`config.mk`:
```
export PLATFORM = sky130hd
export DESIGN_NAME = simon_seq_player
export DESIGN_NICKNAME = d
export VERILOG_FILES = /design/src/rtl/simon_pkg.sv /design/src/rtl/simon_color_decode.sv /design/src/rtl/simon_seq_player.sv
export SDC_FILE = /design/constraint.sdc
export NUM_CORES = 1
export LEC_CHECK = 0
export BUFFER_PORTS_ARGS = -buffer_cell sky130_fd_sc_hd__buf_2
export CAP_MARGIN = 25
export CORE_MARGIN = 3
export CORE_UTILIZATION = 44
export CTS_BUF_LIST = sky130_fd_sc_hd__clkbuf_8
export DETAILED_ROUTE_END_ITERATION = 12
export PLACE_DENSITY_LB_ADDON = 0.3
export SYNTH_ARGS = -nofsm -noshare
export SYNTH_HDL_FRONTEND = slang
export SYNTH_SLANG_ARGS = --single-unit
```
`constraint.sdc`:
```
create_clock -name clk -period 4.5 [get_ports clk]
set_input_delay 0.45 -clock clk [delete_from_list [all_inputs] [get_ports clk]]
set_output_delay 0.45 -clock clk [all_outputs]
set_load 0.05 [all_outputs]
```
`src/rtl/simon_pkg.sv`:
```
// Shared Simon definitions: colour codes, sequence geometry and one-hot state encoding.
// Used by the game state machine, the sequence player and the colour drivers.
package simon_pkg;

  localparam int SIMON_CW      = 3;
  localparam int SIMON_MAX_LEN = 10;

  localparam logic [SIMON_CW-1:0] COL_NONE   = 3'd0;
  localparam logic [SIMON_CW-1:0] COL_RED    = 3'd1;
  localparam logic [SIMON_CW-1:0] COL_BLUE   = 3'd2;
  localparam logic [SIMON_CW-1:0] COL_YELLOW = 3'd3;
  localparam logic [SIMON_CW-1:0] COL_GREEN  = 3'd4;

  typedef enum logic [3:0] {
    ST_IDLE = 4'b0001,
    ST_SHOW = 4'b0010,
    ST_GAP  = 4'b0100,
    ST_DONE = 4'b1000
  } simon_state_e;

endpackage

```
`src/rtl/simon_color_decode.sv`:
```
// Combinational colour code to one-hot LED decoder; unknown codes stay dark.
// Shared with the VGA colour path.
module simon_color_decode
  import simon_pkg::*;
#(
  parameter int CW = SIMON_CW
) (
  input  logic [CW-1:0] code,
  output logic [3:0]    led
);

  always_comb begin
    case (code)
      CW'(COL_RED):    led = 4'b0001;
      CW'(COL_BLUE):   led = 4'b0010;
      CW'(COL_YELLOW): led = 4'b0100;
      CW'(COL_GREEN):  led = 4'b1000;
      default:         led = 4'b0000;
    endcase
  end

endmodule

```
`src/rtl/simon_seq_player.sv`:
```
// Simon playback: lights each latched sequence entry for ON_TICKS ticks, then a GAP_TICKS dark gap.
// Optional tone output when SIMON_TONE_EN is defined.
module simon_seq_player
  import simon_pkg::*;
#(
  parameter int MAX_LEN   = SIMON_MAX_LEN,
  parameter int CW        = SIMON_CW,
  parameter int ON_TICKS  = 4,
  parameter int GAP_TICKS = 2,
  parameter int TONE_DIV  = 8
) (
  input  logic                  clk,
  input  logic                  reset,
  input  logic                  tick_en,
  input  logic                  start,
  input  logic                  abort,
  input  logic [MAX_LEN*CW-1:0] seq,
  input  logic [3:0]            len,
  output logic                  busy,
  output logic                  done,
  output logic [3:0]            idx,
  output logic [CW-1:0]         color_code,
  output logic [3:0]            led
`ifdef SIMON_TONE_EN
  ,
  output logic                  tone
`endif
);

  localparam int CNT_MAX = (ON_TICKS > GAP_TICKS) ? ON_TICKS : GAP_TICKS;
  localparam int CNT_W   = $clog2(CNT_MAX + 1);

  simon_state_e          state_q, state_d;
  logic [CNT_W-1:0]      cnt_q, cnt_d;
  logic [3:0]            idx_q, idx_d;
  logic [3:0]            len_q, len_d;
  logic [MAX_LEN*CW-1:0] seq_q, seq_d;
  logic                  busy_q, busy_d;
  logic                  done_q, done_d;
  logic [CW-1:0]         code_q, code_d;
  logic [3:0]            led_q, led_d;
  logic [CW-1:0]         entry_code;

  // NOTE: every always_comb output gets a default first so no path leaves it unassigned (no latch).
  always_comb begin
    state_d = state_q;
    cnt_d   = cnt_q;
    idx_d   = idx_q;
    len_d   = len_q;
    seq_d   = seq_q;
    done_d  = 1'b0;

    unique case (state_q)
      ST_IDLE: begin
        if (start && !abort) begin
          if (len == 4'd0) begin
            done_d = 1'b1;
          end else begin
            seq_d   = seq;
            len_d   = (len > 4'(MAX_LEN)) ? 4'(MAX_LEN) : len;
            idx_d   = 4'd0;
            cnt_d   = CNT_W'(ON_TICKS);
            state_d = ST_SHOW;
          end
        end
      end
      ST_SHOW: begin
        if (tick_en) begin
          if (cnt_q == CNT_W'(1)) begin
            cnt_d   = CNT_W'(GAP_TICKS);
            state_d = ST_GAP;
          end else begin
            cnt_d = cnt_q - CNT_W'(1);
          end
        end
      end
      ST_GAP: begin
        if (tick_en) begin
          if (cnt_q == CNT_W'(1)) begin
            if (idx_q == len_q - 4'd1) begin
              done_d  = 1'b1;
              state_d = ST_DONE;
            end else begin
              idx_d   = idx_q + 4'd1;
              cnt_d   = CNT_W'(ON_TICKS);
              state_d = ST_SHOW;
            end
          end else begin
            cnt_d = cnt_q - CNT_W'(1);
          end
        end
      end
      ST_DONE: state_d = ST_IDLE;
      default: state_d = ST_IDLE;
    endcase

    // Abort overrides everything outside IDLE, including a completion in the same cycle.
    if (abort && state_q != ST_IDLE) begin
      state_d = ST_IDLE;
      done_d  = 1'b0;
    end
  end

  always_comb begin
    entry_code = '0;
    for (int k = 0; k < MAX_LEN; k++) begin
      if (idx_d == 4'(k)) entry_code = seq_d[k*CW +: CW];
    end
  end

  // Outputs are registered from the next-state view so they line up with the state change.
  always_comb begin
    busy_d = (state_d == ST_SHOW) || (state_d == ST_GAP);
    code_d = (state_d == ST_SHOW) ? entry_code : '0;
  end

  simon_color_decode #(.CW(CW)) u_decode (
    .code (code_d),
    .led  (led_d)
  );

`ifdef SIMON_TONE_EN
  localparam int TONE_W = $clog2(TONE_DIV * (2**CW) + 1);

  logic              tone_q, tone_d;
  logic [TONE_W-1:0] tone_cnt_q, tone_cnt_d;
  logic [TONE_W-1:0] half_period;

  always_comb begin
    half_period = TONE_W'(TONE_DIV) * TONE_W'(code_q);
    tone_d      = 1'b0;
    tone_cnt_d  = '0;
    // Divider restarts on every SHOW entry; only valid colours (non-zero led) sound.
    if (state_d == ST_SHOW && state_q == ST_SHOW && led_q != 4'd0) begin
      if (tone_cnt_q == half_period - TONE_W'(1)) begin
        tone_d = ~tone_q;
      end else begin
        tone_d     = tone_q;
        tone_cnt_d = tone_cnt_q + TONE_W'(1);
      end
    end
  end

  assign tone = tone_q;
`endif

  // NOTE: all state updates live in one clocked block using non-blocking assignments only.
  always_ff @(posedge clk or posedge reset) begin
    if (reset) begin
      state_q    <= ST_IDLE;
      cnt_q      <= '0;
      idx_q      <= 4'd0;
      len_q      <= 4'd0;
      seq_q      <= '0;
      busy_q     <= 1'b0;
      done_q     <= 1'b0;
      code_q     <= '0;
      led_q      <= 4'd0;
`ifdef SIMON_TONE_EN
      tone_q     <= 1'b0;
      tone_cnt_q <= '0;
`endif
    end else begin
      state_q    <= state_d;
      cnt_q      <= cnt_d;
      idx_q      <= idx_d;
      len_q      <= len_d;
      seq_q      <= seq_d;
      busy_q     <= busy_d;
      done_q     <= done_d;
      code_q     <= code_d;
      led_q      <= led_d;
`ifdef SIMON_TONE_EN
      tone_q     <= tone_d;
      tone_cnt_q <= tone_cnt_d;
`endif
    end
  end

  assign busy       = busy_q;
  assign done       = done_q;
  assign idx        = idx_q;
  assign color_code = code_q;
  assign led        = led_q;

endmodule
```
======== Word-level counts from Yosys, hierarchy flattened ========
Index checks and enable logic that the tools add are counted.
word-level totals
  register bits after elaboration ......... 54
cells by class
  add/sub/neg operators ................... 3
  order comparisons ....................... 1
  equal/unequal tests ..................... 26
  mux-type cells .......................... 46
  bitwise gates (word level) .............. 1
  reduce and logical (&&, ||, !) cells .... 9
operator list
  kind                 count
  $mux 30              3
  $mux 4               14
  $mux 3               18
  $eq 4x3->1 const B   6
  $eq 4x2->1 const B   4
  $pmux 4 s4           1
  $pmux 4 s3           1
  $pmux 3 s3           1
  $eq 4x1->1 const B   2
  $eq 4x4->1 const B   2
  $logic_not 4->1      2
  $ne 2x2->1 const B   4
  $pmux 4 s2           1
  $eq 3x1->1 const B   2
  $eq 3x2->1 const B   2
  $mux 1               6
  $reduce_and 6->1     1
  $add 4x1->4 const B  1
  $eq 4x4->1           1
  $gt 4x4->1 const B   1
  $ne 4x1->1 const B   1
  $sub 4x1->4 const B  1
  $eq 3x3->1 const B   1
  $ne 3x3->1 const B   1
  8 further kinds      9

======== Logic depth before layout (Yosys ltp) ========
  depth in word-level cells ............... 20
  depth in mapped cells ................... 15
  mapped depth without buffers ............ 13

======== By module ========
A second synthesis with hierarchy kept.
unflattened totals
  cells, all modules ...................... 261
  area total of the unflattened synthesis .. 2897.8 um^2
modules (own cells, without submodules)
  module              instances  cells an instance  area each (um^2)
  simon_seq_player    1          257                2865.2
  simon_color_decode  1          4                  32.5

======== Least setup slack after synthesis ========
Ideal clock, no wire load.
  kind .................................... register to register
  start ................................... reg idx_q[2] (netlist: idx[2])
  end ..................................... reg led_q[0] (netlist: led[0])
  library setup time ...................... 0.120 ns
  arrival ................................. 3.293 ns
  required time ........................... 4.380 ns
  path slack .............................. 1.088 ns
  stages on the path, launching flop included .. 13
  buffers on the path ..................... 2
  cells stage by stage .................... dfrtp_1 -> clkbuf_1 -> xor3_1 -> nor3_1 -> a211o_1 -> mux2_2 -> inv_1 -> clkbuf_1 -> nand4b_1 -> a21oi_1 -> o22a_1 -> o211ai_1 -> and3_1
on the way
  cells in the longest elaborated chain, start to end .. 19
ends and longest elaborated chain
  element                             RTL line                  RTL
  from (decl)                         simon_seq_player.sv:35    logic [3:0] idx_q, idx_d;
  from (signal assigned)              simon_seq_player.sv:166   idx_q <= idx_d;
  $eq 4x4->1 (*)                      simon_seq_player.sv:80    if (idx_q == len_q - 4'd1) begin
  $mux 4 (*)                          simon_seq_player.sv:80
  $mux 4 (*)                          simon_seq_player.sv:79    if (cnt_q == CNT_W'(1)) begin
  $mux 4 (*)                          simon_seq_player.sv:78    if (tick_en) begin
  $pmux 4 s2 (*)                      simon_seq_player.sv:53    unique case (state_q)
  net idx_d[0]                        simon_seq_player.sv:35
  $logic_not 4->1                     simon_seq_player.sv:107   if (idx_d == 4'(k)) entry_code = seq_d[k*CW +: CW];
  $mux 3 (9 in a row)                 simon_seq_player.sv:107
  $mux 3 (*)                          simon_seq_player.sv:107
  $mux 3 (*)                          simon_seq_player.sv:114   code_d = (state_d == ST_SHOW) ? entry_code : '0;
  $eq 3x3->1 (tied with other cells)  simon_color_decode.sv:13  case (code)
  $pmux 4 s4 (*)                      simon_color_decode.sv:13
  net led_d[0]                        simon_seq_player.sv:41    logic [3:0] led_q, led_d;
  to (signal assigned)                simon_seq_player.sv:172   led_q <= led_d;
  to (decl)                           simon_seq_player.sv:41
The timed path passes the listed nets; every way through them passes the cells marked *.
A chain may end at the register's enable or synchronous reset.

======== Worst setup path after layout ========
  start ................................... reg state_q[0]
  end ..................................... reg led_q[0] (netlist: led[0])
on the way
  cells in the longest elaborated chain, start to end .. 16
ends and longest elaborated chain
  element                                   RTL line                  RTL
  from (decl)                               simon_seq_player.sv:33    simon_state_e state_q, state_d;
  from (signal assigned)                    simon_seq_player.sv:164   state_q <= state_d;
  $eq 4x3->1 or $eq 4x1->1 (tied branches)  simon_seq_player.sv:53
  $pmux 4 s2 (*)                            simon_seq_player.sv:53
  net idx_d[1]                              simon_seq_player.sv:35
  $logic_not 4->1                           simon_seq_player.sv:107
  $mux 3 (9 in a row)                       simon_seq_player.sv:107
  $mux 3 (*)                                simon_seq_player.sv:107
  $mux 3 (*)                                simon_seq_player.sv:114
  $eq 3x3->1 (tied with other cells)        simon_color_decode.sv:13
  $pmux 4 s4 (*)                            simon_color_decode.sv:13
  net led_d[0]                              simon_seq_player.sv:41
Marked as above.

==> impl_metrics.env <==
export IMPL_grt_total_usage_pct=18.7
export IMPL_syn_to_final_growth_pct=14.0
export IMPL_tritoncts_num_sinks=54
export IMPL_p_leak_nw=1.68
export IMPL_diodes=0
export IMPL_drv_slew=0
export IMPL_grt_overflow_total=0
export IMPL_die_h_um=87.4
export IMPL_end_kind="flip-flop"
export IMPL_dr_total_vias=2507
export IMPL_drc=0
export IMPL_cp_common_cell="and3_1"
export IMPL_peakVddDrop_mv=0.167
export IMPL_period_share_pct=81.5
export IMPL_crit_fanout=12
export IMPL_die_area_um2=7640
export IMPL_clk_path_buf_depth=2
export IMPL_ant_nets=0
export IMPL_max_freq_mhz=273
export IMPL_cp_start_kind="flip-flop"
export IMPL_ys_types=58
export IMPL_ctsResizeCount=0
export IMPL_clockPowerShare_pct=26.8
export IMPL_critical_path_class="reg2reg"
export IMPL_place_congestion=0.870
export IMPL_swShare_pct=30.2
export IMPL_grt_pass1_wl_mm=11.3
export IMPL_hold_ws_ps=318
export IMPL_finalPower_w=0.00118
export IMPL_max_stage_delay_ps=610
export IMPL_synth_area_leader_cell="dfrtp_1"
export IMPL_synth_nets=374
export IMPL_core_um2=6390
export IMPL_ys_ff_latch=54
export IMPL_status="complete, no violations"
export IMPL_portBuffers=51
export IMPL_cts_tree="yes"
export IMPL_clk_pin_slew_worst_paths_ps=90
export IMPL_vias_per_cell=5.52
export IMPL_fp_dieW_um=87.4
export IMPL_async_reset_ff_share_pct=100
export IMPL_hp_class="in2async"
export IMPL_cts_setup_buffers=0
export IMPL_rows=29
export IMPL_syn_area_per_cell_um2=8.81
export IMPL_worstMarginPinSlew_ps=781
export IMPL_dpl_hpwl_mm=4.86
export IMPL_layout_nets=419
export IMPL_first_pass_iters=4
export IMPL_clockRootBuffer="clkbuf_8"
export IMPL_grt_pass1_vias=2379
export IMPL_synth_area_leaders="dfrtp_1 (45%), nand2_1 (14%), mux2i_1 (3.1%), a21oi_1 (2.2%), ha_1 (1.7%)"
export IMPL_internal_power_w=0.000823
export IMPL_p_seq_share_pct=50.1
export IMPL_ys_seq_area_share_pct=46.4
export IMPL_ys_flop_type="dfrtp_1"
export IMPL_setup_viol=0
export IMPL_cp_num_buf_inv=1
export IMPL_critical_path_arrival_ps=3870
export IMPL_io_pins=52
export IMPL_drive_above_1_share_pct=19.4
export IMPL_cap_viol_max_count=0
export IMPL_grt_max_degree=55
export IMPL_drt_wl_total_mm=6.70
export IMPL_synth_top_area_share_pct=45.5
export IMPL_cts_buffers=5
export IMPL_switching_power_w=0.000357
export IMPL_netlist_area_um2=2920
export IMPL_timing_slew_headroom_pct=47.9
export IMPL_drtIter0Drc=131
export IMPL_slowest_stage="nor4b_1"
export IMPL_antenna_found_initial=0
export IMPL_fin_worst_skew_ps=3.09
export IMPL_cp_cell_sequence="nor4b_1 > and3_1 > o32a_1 > and3_1 > clkinv_2 > or3_1 > o22ai_1 > o22a_1 > o211ai_1 > and3_1"
export IMPL_synth_edf_count=0
export IMPL_drt_wirelength_per_cell_um=14.8
export IMPL_fin_crit_ps=3670
export IMPL_powerDensity_nw_per_um2=355
export IMPL_combPwrFrac_pct=23.0
export IMPL_initial_utilization_pct=45.7
export IMPL_synth_cells=331
export IMPL_cp_top_family="simple AND/OR/NAND/NOR gates"
export IMPL_htree_levels=2
export IMPL_insertion_delay_ps=300
export IMPL_hold_viol_final=0
export IMPL_tns_ps=0
export IMPL_worstPathRequired_ps=4700
export IMPL_cts_hold_buf=0
export IMPL_synth_warning_count=0
export IMPL_rsz0062_at_grt="no"
export IMPL_fill_cells=621
==> state kept, by name (all words and copies together), names as in the netlist <==
| signal | count |
|---|---|
| seq_q | 30 |
| led | 4 |
| done | 1 |
| state_q | 4 |
| cnt_q | 3 |
| color_code | 3 |
| idx | 4 |
| len_q | 4 |
| busy | 1 |
==> logic make-up (layout without fill, tap and decap cells) <==
family,after synthesis,after routing,share of synthesized area [%]
xor gates and xnor gates,6,6,2.32
adders and majority gates,4,4,1.72
muxes,11,11,3.86
and+or+nand+nor,169,169,26.9
AOI/OAI and AO/OA,59,59,14.7
DFF,54,54,46.4
buffers and inverters,28,74,4.20
==> power groups by stage <==
stage          clock, W  combinational [W]  sequential [W]
3_5_place_dp          0           0.000272        0.000602
6_report       0.000317           0.000272        0.000591
3_3_place_gp          0           0.000269        0.000598
5_1_grt        0.000346           0.000307        0.000601
2_1_floorplan         0           0.000184        0.000609
4_1_cts        0.000324           0.000274        0.000592
==> worst reg2reg max path, stage by stage (launching register included) <==
cell	delay (ps)
dfstp_2	590
nor4b_1	610
and3_1	270
o32a_1	140
and3_1	500
clkinv_2	300
or3_1	410
o22ai_1	160
o22a_1	200
o211ai_1	150
and3_1	230
==> synthesized netlist by cell type (all sizes together) (3+ instances only) <==
cell type / count
nand2: 106
nand2b: 4
o21a: 3
a211oi: 4
nand3b: 4
inv: 10
mux2i: 9
nor2: 12
o211ai: 5
xnor2: 3
nand3: 7
clkbuf: 12
nor4b: 4
nor2b: 3
a21o: 5
o22ai: 5
o21ai: 5
and3: 6
buf: 5
nor3: 7
ha: 4
or2: 3
dfrtp: 53
a21oi: 14
==> cell usage in the layout, fill, tap and decap left out, types with 6 or more instances in the layout <==
cell type and count:
buf_2 51, and3_1 6, mux2i_1 9, nand2_1 106
nor2_1 12, a21oi_1 13, dfrtp_1 53, nor3_1 6
inv_1 10, nand3_1 7
==> path summary, 6_finish.rpt <==
| check | from | endpoint | slack (ps) | cells past startpoint |
|---|---|---|---|---|
| setup / recovery | state_q[0] | led[0] | 830 | 10 |
| max in group asynchronous | reset | seq_q[10] | 3730 | 3 |
| min in group clk | seq[22] | seq_q[22] | 340 | 3 |
| hold / removal | reset | busy | 320 | 3 |
| hold reg to reg | seq_q[2] | seq_q[2] | 480 | 2 |
| setup reg to reg | state_q[0] | led[0] | 830 | 10 |
==> metrics by stage <==
| step | util, % | area (µm²) | setup slack, ps | std cells |
|---|---|---|---|---|
| CTS | 52.1 | 3320 | 854 | 454 |
| detailed placement | 50.4 | 3220 | 896 | 446 |
| floorplan | - | 2920 | 1090 | 331 |
| global placement | 50.4 | 3220 | 888 | 446 |
| global route | 52.1 | 3320 | 348 | 454 |
| finish | 52.1 | 3320 | 833 | 454 |
==> routing by layer <==
layer | vias up | GRT usage (%) | wire (µm)
met5 | - | 0 | 0
met2 | 51 | 30.0 | 3210
li1 | 1228 | - | -
met3 | 10 | 3.12 | 272
met1 | 1218 | 25.8 | 3140
met4 | 0 | 5.72 | 83
==> cell type report <==
type | instances | area (µm²) | area share (%)
multi-input combinational | 249 | 1440 | 43.4
timing repair buffer | 55 | 285 | 8.58
clock inverter | 3 | 37.5 | 1.13
clock buffer | 5 | 68.8 | 2.07
tap | 77 | 96.3 | 2.90
inverter | 11 | 42.5 | 1.28
sequential | 54 | 1350 | 40.7
No activity file was read; power rests on OpenSTA's default activity.
